==> config.mk <==
export PLATFORM = sky130hd
export DESIGN_NAME = alu_arbiter
export DESIGN_NICKNAME = d
export VERILOG_FILES = /design/src/rtl/alu_arbiter.sv
export SDC_FILE = /design/constraint.sdc
export NUM_CORES = 1
export LEC_CHECK = 0
export ABC_AREA = 1
export CAP_MARGIN = 20
export CORE_MARGIN = 10
export CORE_UTILIZATION = 39
export CTS_CLUSTER_DIAMETER = 80
export DETAILED_ROUTE_END_ITERATION = 16
export GPL_TIMING_DRIVEN = 0
export HOLD_SLACK_MARGIN = 0.15
export PLACE_DENSITY = 0.82
export SYNTH_ARGS = -nofsm -noshare
export SYNTH_HDL_FRONTEND = slang
export SYNTH_SLANG_ARGS = --single-unit
==> constraint.sdc <==
create_clock -name clk -period 1.7 [get_ports clk]
set_clock_uncertainty 0.05 [all_clocks]
set_input_delay 0.34 -clock clk [delete_from_list [all_inputs] [get_ports clk]]
set_output_delay 0.34 -clock clk [all_outputs]
set_load 0.05 [all_outputs]
==> src/rtl/alu_arbiter.sv <==
// Two-requester arbiter in front of one shared combinational ALU.
// Operands are registered on grant, evaluated for one cycle, and the result is held on a tagged response channel.
module alu_arbiter #(
    parameter int XLEN  = 32,
    parameter bit RR_EN = 1'b1
) (
    input  logic            clk,
    input  logic            rst_n,
    input  logic            req0_valid,
    output logic            req0_ready,
    input  logic [XLEN-1:0] req0_in1,
    input  logic [XLEN-1:0] req0_in2,
    input  logic [13:0]     req0_ctl,
    input  logic            req1_valid,
    output logic            req1_ready,
    input  logic [XLEN-1:0] req1_in1,
    input  logic [XLEN-1:0] req1_in2,
    input  logic [13:0]     req1_ctl,
    output logic            rsp_valid,
    input  logic            rsp_ready,
    output logic            rsp_id,
    output logic [XLEN-1:0] rsp_result,
    output logic            rsp_negative,
    output logic            rsp_zero,
    output logic [XLEN-1:0] alu_in1,
    output logic [XLEN-1:0] alu_in2,
    output logic [3:0]      alu_op,
    output logic [2:0]      alu_funct3,
    output logic [6:0]      alu_funct7,
    input  logic [XLEN-1:0] alu_result,
    input  logic            alu_negative,
    input  logic            alu_zero,
    output logic [1:0]      dbg_state_o
);

    localparam logic [1:0] S_IDLE = 2'd0;
    localparam logic [1:0] S_EXEC = 2'd1;
    localparam logic [1:0] S_RESP = 2'd2;

    // Handshakes: a transfer happens in a cycle where valid and ready are both 1.
    // reqN_ready depends combinationally on reqN_valid; rsp_valid is held until rsp_ready.

    logic [1:0]      state_q, state_d;
    logic [XLEN-1:0] in1_q, in1_d;
    logic [XLEN-1:0] in2_q, in2_d;
    logic [13:0]     ctl_q, ctl_d;
    logic            op_id_q, op_id_d;
    logic            last_grant_q, last_grant_d;
    logic            rsp_valid_q, rsp_valid_d;
    logic            rsp_id_q, rsp_id_d;
    logic [XLEN-1:0] rsp_result_q, rsp_result_d;
    logic            rsp_neg_q, rsp_neg_d;
    logic            rsp_zero_q, rsp_zero_d;

    logic window;
    logic gnt0;
    logic gnt1;

    // A new op may start when idle, or in the same cycle the held response is consumed.
    assign window = (state_q == S_IDLE) || ((state_q == S_RESP) && rsp_ready);
    assign gnt1   = window && req1_valid && (!req0_valid || (RR_EN && !last_grant_q));
    assign gnt0   = window && req0_valid && !gnt1;

    assign req0_ready   = gnt0;
    assign req1_ready   = gnt1;
    assign rsp_valid    = rsp_valid_q;
    assign rsp_id       = rsp_id_q;
    assign rsp_result   = rsp_result_q;
    assign rsp_negative = rsp_neg_q;
    assign rsp_zero     = rsp_zero_q;
    assign alu_in1      = in1_q;
    assign alu_in2      = in2_q;
    assign alu_op       = ctl_q[3:0];
    assign alu_funct3   = ctl_q[6:4];
    assign alu_funct7   = ctl_q[13:7];
    assign dbg_state_o  = state_q;

    always_comb begin
        state_d      = state_q;
        in1_d        = in1_q;
        in2_d        = in2_q;
        ctl_d        = ctl_q;
        op_id_d      = op_id_q;
        last_grant_d = last_grant_q;
        rsp_valid_d  = rsp_valid_q;
        rsp_id_d     = rsp_id_q;
        rsp_result_d = rsp_result_q;
        rsp_neg_d    = rsp_neg_q;
        rsp_zero_d   = rsp_zero_q;

        if (gnt0 || gnt1) begin
            in1_d        = gnt1 ? req1_in1 : req0_in1;
            in2_d        = gnt1 ? req1_in2 : req0_in2;
            ctl_d        = gnt1 ? req1_ctl : req0_ctl;
            op_id_d      = gnt1;
            last_grant_d = gnt1;
        end

        case (state_q)
            S_IDLE: begin
                if (gnt0 || gnt1) begin
                    state_d = S_EXEC;
                end
            end
            S_EXEC: begin
                rsp_result_d = alu_result;
                rsp_neg_d    = alu_negative;
                rsp_zero_d   = alu_zero;
                rsp_id_d     = op_id_q;
                rsp_valid_d  = 1'b1;
                state_d      = S_RESP;
            end
            S_RESP: begin
                if (rsp_ready) begin
                    rsp_valid_d = 1'b0;
                    state_d     = (gnt0 || gnt1) ? S_EXEC : S_IDLE;
                end
            end
            default: begin
                state_d = S_IDLE;
            end
        endcase
    end

    always_ff @(posedge clk) begin
        if (!rst_n) begin
            state_q      <= S_IDLE;
            in1_q        <= '0;
            in2_q        <= '0;
            ctl_q        <= '0;
            op_id_q      <= 1'b0;
            last_grant_q <= 1'b1;
            rsp_valid_q  <= 1'b0;
            rsp_id_q     <= 1'b0;
            rsp_result_q <= '0;
            rsp_neg_q    <= 1'b0;
            rsp_zero_q   <= 1'b0;
        end else begin
            state_q      <= state_d;
            in1_q        <= in1_d;
            in2_q        <= in2_d;
            ctl_q        <= ctl_d;
            op_id_q      <= op_id_d;
            last_grant_q <= last_grant_d;
            rsp_valid_q  <= rsp_valid_d;
            rsp_id_q     <= rsp_id_d;
            rsp_result_q <= rsp_result_d;
            rsp_neg_q    <= rsp_neg_d;
            rsp_zero_q   <= rsp_zero_d;
        end
    end

endmodule

After elaboration in Yosys (flattened, before gate mapping) --
Cells that the tools add are included.
Storage, ports and cells: register bits 118, bits in latches 0, RAM bits 0, ROM bits 0, bits of input ports 195, memories kept 0
Operators by class: add/subtract/negate cells 0, multiply operators 0, div/mod/pow operators 0, $lt $le $gt $ge 0, eq/ne operators 4, shift operators 0, mux-type cells 9, bitwise logic cells 0, reduce and logical (&&, ||, !) cells 15
Operators by type and width (number):
- 32-bit two-way mux | 2
- 14-bit two-way mux | 1
- 2-bit case mux with 3 select lines | 1
- 1-bit logical AND | 5
- 2-bit two-way mux | 2
- 2-bit AND reduction | 2
- 1-bit logical NOT | 3
- 1-bit logical OR | 3
- 2-bit by 1-bit equality test with 1-bit output (second input constant) | 1
- 2-bit equality test (second input constant) | 1
- 2-bit logical NOT | 1
- 1-bit two-way mux | 2
- 2-bit by 1-bit != test with 1-bit output (second input constant) | 1
- 2-bit != test (second input constant) | 1
- 1-bit case mux with 2 select lines | 1
- 2-bit nonzero test | 1

Longest topological paths before layout --
depth after elaboration 11, depth in mapped cells 8, depth with buffers taken out 7

Least setup slack after synthesis --
Ideal clock, no wire load.
path type reg2out, start point register state_q[1], in the netlist dbg_state_o[1], end point output req0_ready, arrival time 1.695 ns, required time 1.310 ns, setup slack -0.385 ns, stages on the path, launching flop included 6, path buffers 1, cells stage by stage dfxtp_1 > nand2_2 > nand4_4 > buf_1 > nand3_1 > inv_1
On the way: cells in the longest elaborated chain, start to end 7, elaborated cells between the ends (all ways) 9
RTL lines:
- start: declaration | line 43 | logic [1:0] state_q, state_d;
- start signal: assignment | line 139 | state_q <= state_d;
- 2-bit equality test | line 60 | assign window = (state_q == S_IDLE) || ((state_q == S_RESP) && rsp_ready);
- 1-bit logical AND | line 60
- 1-bit logical OR (*) | line 60
- 1-bit logical AND (2 in a row) | line 61 | assign gnt1 = window && req1_valid && (!req0_valid || (RR_EN && !last_grant_q));
- 1-bit logical NOT | line 62 | assign gnt0 = window && req0_valid && !gnt1;
- 1-bit logical AND (*) | line 62
- end: declaration | line 10 | output logic req0_ready,
Mark *: on every way between the ends. The rest lies on a longest branch, timed or not.

Worst setup path after layout --
Same ends and word-level chain as after synthesis.

==> results by group <==
Cells and area
  – Post-route cell area: 9560 µm²
  – Area grow syn2layout: 71.0%
  – Fin nets: 1386
  – # fillers: ~1200
  – Post-Layout Cell Count: 1385
  – Final design utilization: 68.4%
  – Share of cells above drive strength 1: 11.8%

Critical path
  – R2R setup slack: 0.07 ns
  – Largest stage delay on the critical path: around 0.37 ns
  – R2R depth: 9
  – Reg2reg start: dbg_state_o[1]$_SDFFE_PN0P_
  – CP Launch Type: flip-flop
  – Worst path slowest cell: dfxtp_4
  – Crit path kind: flip-flop to primary output
  – Critical path endpoint category: primary output
  – CP Cell Sequence: nand2_4, nand4_4, buf_6, nand3_4, clkinvlp_4, buf_8
  – R2R Path End: alu_in1[6]$_SDFFE_PN0P_
  – CP required: 1.31 ns
  – Arr. time, crit path: 1.42 ns
  – CP max FO: 6

Yosys
  – Synth top cells by count: nand2_1 (211), inv_1 (159), dfxtp_1 (118)
  – Area leader, netlist: dfxtp_1
  – Mean Syn Cell Area: ~6.6 µm²
  – Post-synthesis adder-cell area fraction: 0%
  – Syn_nets: roughly 1000
  – Synth Area in Compound Gates: roughly 8.6%
  – Synth cell types: 22
  – Ys Warns: 0
  – Cells after Synth: 850
  – Synth Area in Simple Gates: 33.0%
  – Combinational family with the most area after synthesis: simple AND/OR/NAND/NOR gates
  – Mapped cell area: 5590 µm²
  – Synth top area cells: dfxtp_1 (42%), nand2_1 (14%), inv_1 (11%)
  – Most frequent cell after synthesis: nand2_1
  – Post-synth EDFFs: 0
  – Primary FF master, synth: dfxtp_1
  – Multiplexer area fraction after synthesis: 0%
  – Sequential area share after synthesis: approximately 42%
  – Top-area cell type share of the netlist area: 42.2%
  – Synth async-reset ratio: 0%
  – Register bit count reported by yosys: 118
  – Xor and xnor area share after synthesis: 0%

Die
  – Core Area: 14000 µm²
  – Die area: 19500 µm²
  – Initial Utilization: between 30 and 40%
  – Die Y: 140 µm
  – Site Rows: 43
  – Die width: 140 µm
  – Io pins: 313

Power and ir drop
  – PwrDens: around 1100 nW/µm²
  – Switching Fraction: 35.2%
  – Switching power: 3590 µW
  – Clk pwr share: 36.8%
  – Comb pwr share: 31.5%
  – Reg power frac: a little under a third
  – Internal Power: 6610 µW
  – Leak pwr: about 0.0048 µW
  – Peak VDD IR: 0.831 mV

Global route
  – Initial antenna violation count: 1
  – GRT Util Overall: 21.2%
  – Largest net degree at the start of global routing: 17
  – GR Overflow Total: 0
  – First-pass GRT wire length: 33700 µm
  – Vias in the first global route: 6411

Clock tree
  – Reg clk slew, reported paths: 0.06 ns
  – Clock tree sinks: 118
  – Clk Latency, worst-skew pair: 0.41 ns
  – Htree depth: 4
  – CTS Buffer Depth: 2
  – CTS root buf: clkbuf_16
  – Number of CTS-inserted buffers: 17
  – Hold-fix buffers at CTS: 0
  – TritonCTS clock tree: done

STA
  – RSZ-0062 raised after global routing: yes
  – Max-slew violations: 0
  – Hold Vio Cnt, Final: 0
  – Fmax: 552 MHz
  – Final Cycle Share: 107%
  – Endpoints failing setup: 2
  – Post-route setup slack: -0.113 ns
  – Worst-Margin Slew: 0.552 ns
  – Slew headroom: 63.4%
  – Fin crit period: roughly 1.8 ns

Placed design
  – IO buf count: 310
  – Dpl hpwl: 16900 µm
  – Placed cells: 1340
  – Dpl cell area: 8930 µm²
  – RD Place Congestion: 0.870

Routing
  – Drt via density: 4.72
  – Vias: 6543
  – Antenna-violating nets left: 0
  – DRT iter0 DRCs: 315
  – Drt pass-1 iters: 5
  – Drc violations: 0
  – Drt total wl: 21900 µm
  – WL per Instance: 15.8 µm

Min path
  – Worst hold path startpoint: rst_n
  – Worst hold endpoint: rsp_negative$_SDFFE_PN0P_
  – Hold Path Class: primary input to flip-flop
  – Worst Hold Depth: 3

Run
  – Max-Cap Viols: 0

Status
  – Failing checks: negative setup slack
  – Status: finished with violations
worst max path at each step:
stage                           startpoint    endpoint  depth (start not counted)
2_1_floorplan  dbg_state_o[1]$_SDFFE_PN0P_  req0_ready                          4
3_3_place_gp                     rsp_ready  req0_ready                          7
3_5_place_dp                     rsp_ready  req0_ready                          7
4_1_cts        dbg_state_o[0]$_SDFFE_PN0P_  req0_ready                          6
5_1_grt        dbg_state_o[1]$_SDFFE_PN0P_  req0_ready                          6
6_report       dbg_state_o[1]$_SDFFE_PN0P_  req0_ready                          6
layout by cell type, fill, tap and decap left out, drive strengths merged, types with 2 or more instances in the layout:
| cell | count |
|---|---|
| clkinvlp | 2 |
| dfxtp | 118 |
| nand2 | 213 |
| a21oi | 54 |
| nand3 | 80 |
| clkdlybuf4s50 | 190 |
| clkinv | 6 |
| nand4 | 53 |
| inv | 166 |
| bufinv | 3 |
| nor2 | 72 |
| o21ai | 36 |
| clkbuf | 70 |
| buf | 53 |
| dlygate4sd2 | 16 |
| clkdlybuf4s15 | 69 |
power groups by stage:
stage / clock (µW) / sequential [µW] / combinational, µW
global route: 3920 / 3270 / 3450
global placement: 0 / 3270 / 3300
CTS: 3800 / 3220 / 3220
detailed placement: 0 / 3280 / 3330
finish: 3750 / 3230 / 3220
floorplan: 0 / 4300 / 950
cell type report:
cell class,instances,area (µm²),share of cell area [%]
Timing Repair Buffer,323,3050,31.9
Sequential cell,118,2370,24.8
Multi-Input combinational cell,511,2360,24.6
Inverter,164,634,6.63
Clock buffer,19,453,4.74
Buffer,56,303,3.17
Tap cell,180,225,2.36
Clock inverter,13,169,1.77
Antenna cell,1,2.50,0.0262
state kept, by name (all words and copies together) (netlist names):
| signal | count |
|---|---|
| ctl_q | 14 |
| rsp_zero | 1 |
| rsp_result | 32 |
| rsp_negative | 1 |
| alu_in1 | 32 |
| alu_in2 | 32 |
| last_grant_q | 1 |
| rsp_id | 1 |
| dbg_state_o | 2 |
| rsp_valid | 1 |
| op_id_q | 1 |
critical path, delay by kind of cell (launching register included):
kind / cells / cell delay [ns]
buffers and inverters: 3 / 0.38
DFF: 1 / 0.37
and+or+nand+nor: 3 / 0.25
stage by stage:
step           hold WS (ns)  TNS [ns]  total power (µW)  setup WS, ns
2_1_floorplan         0.386         0              5250        0.0822
5_1_grt               0.228    -0.423             10600        -0.172
6_report              0.212    -0.122             10200        -0.113
4_1_cts               0.211    -0.284             10200        -0.203
3_3_place_gp          0.386    -28.25              6570         -1.38
3_5_place_dp          0.388    -28.73              6610         -1.38
routing by layer:
layer / vias up / GRT usage [%] / routed length, µm
li1: 3323 / - / -
met1: 2930 / 22.5 / 8370
met2: 258 / 36.7 / 10900
met3: 32 / 8.37 / 2090
met4: 0 / 8.21 / 549
met5: - / 0 / 0
cell families after synthesis:
group / count (synthesis)
simple gates: 418
buf+inv: 221
flops: 118
compound gates: 93
repair_timing:
action                                  CTS  global route
resized for setup                       194           102
setup buffers                             7             6
endpoints found under the setup margin  119            81
pin swaps                                 4             1
(Power assumes the default switching activity.)
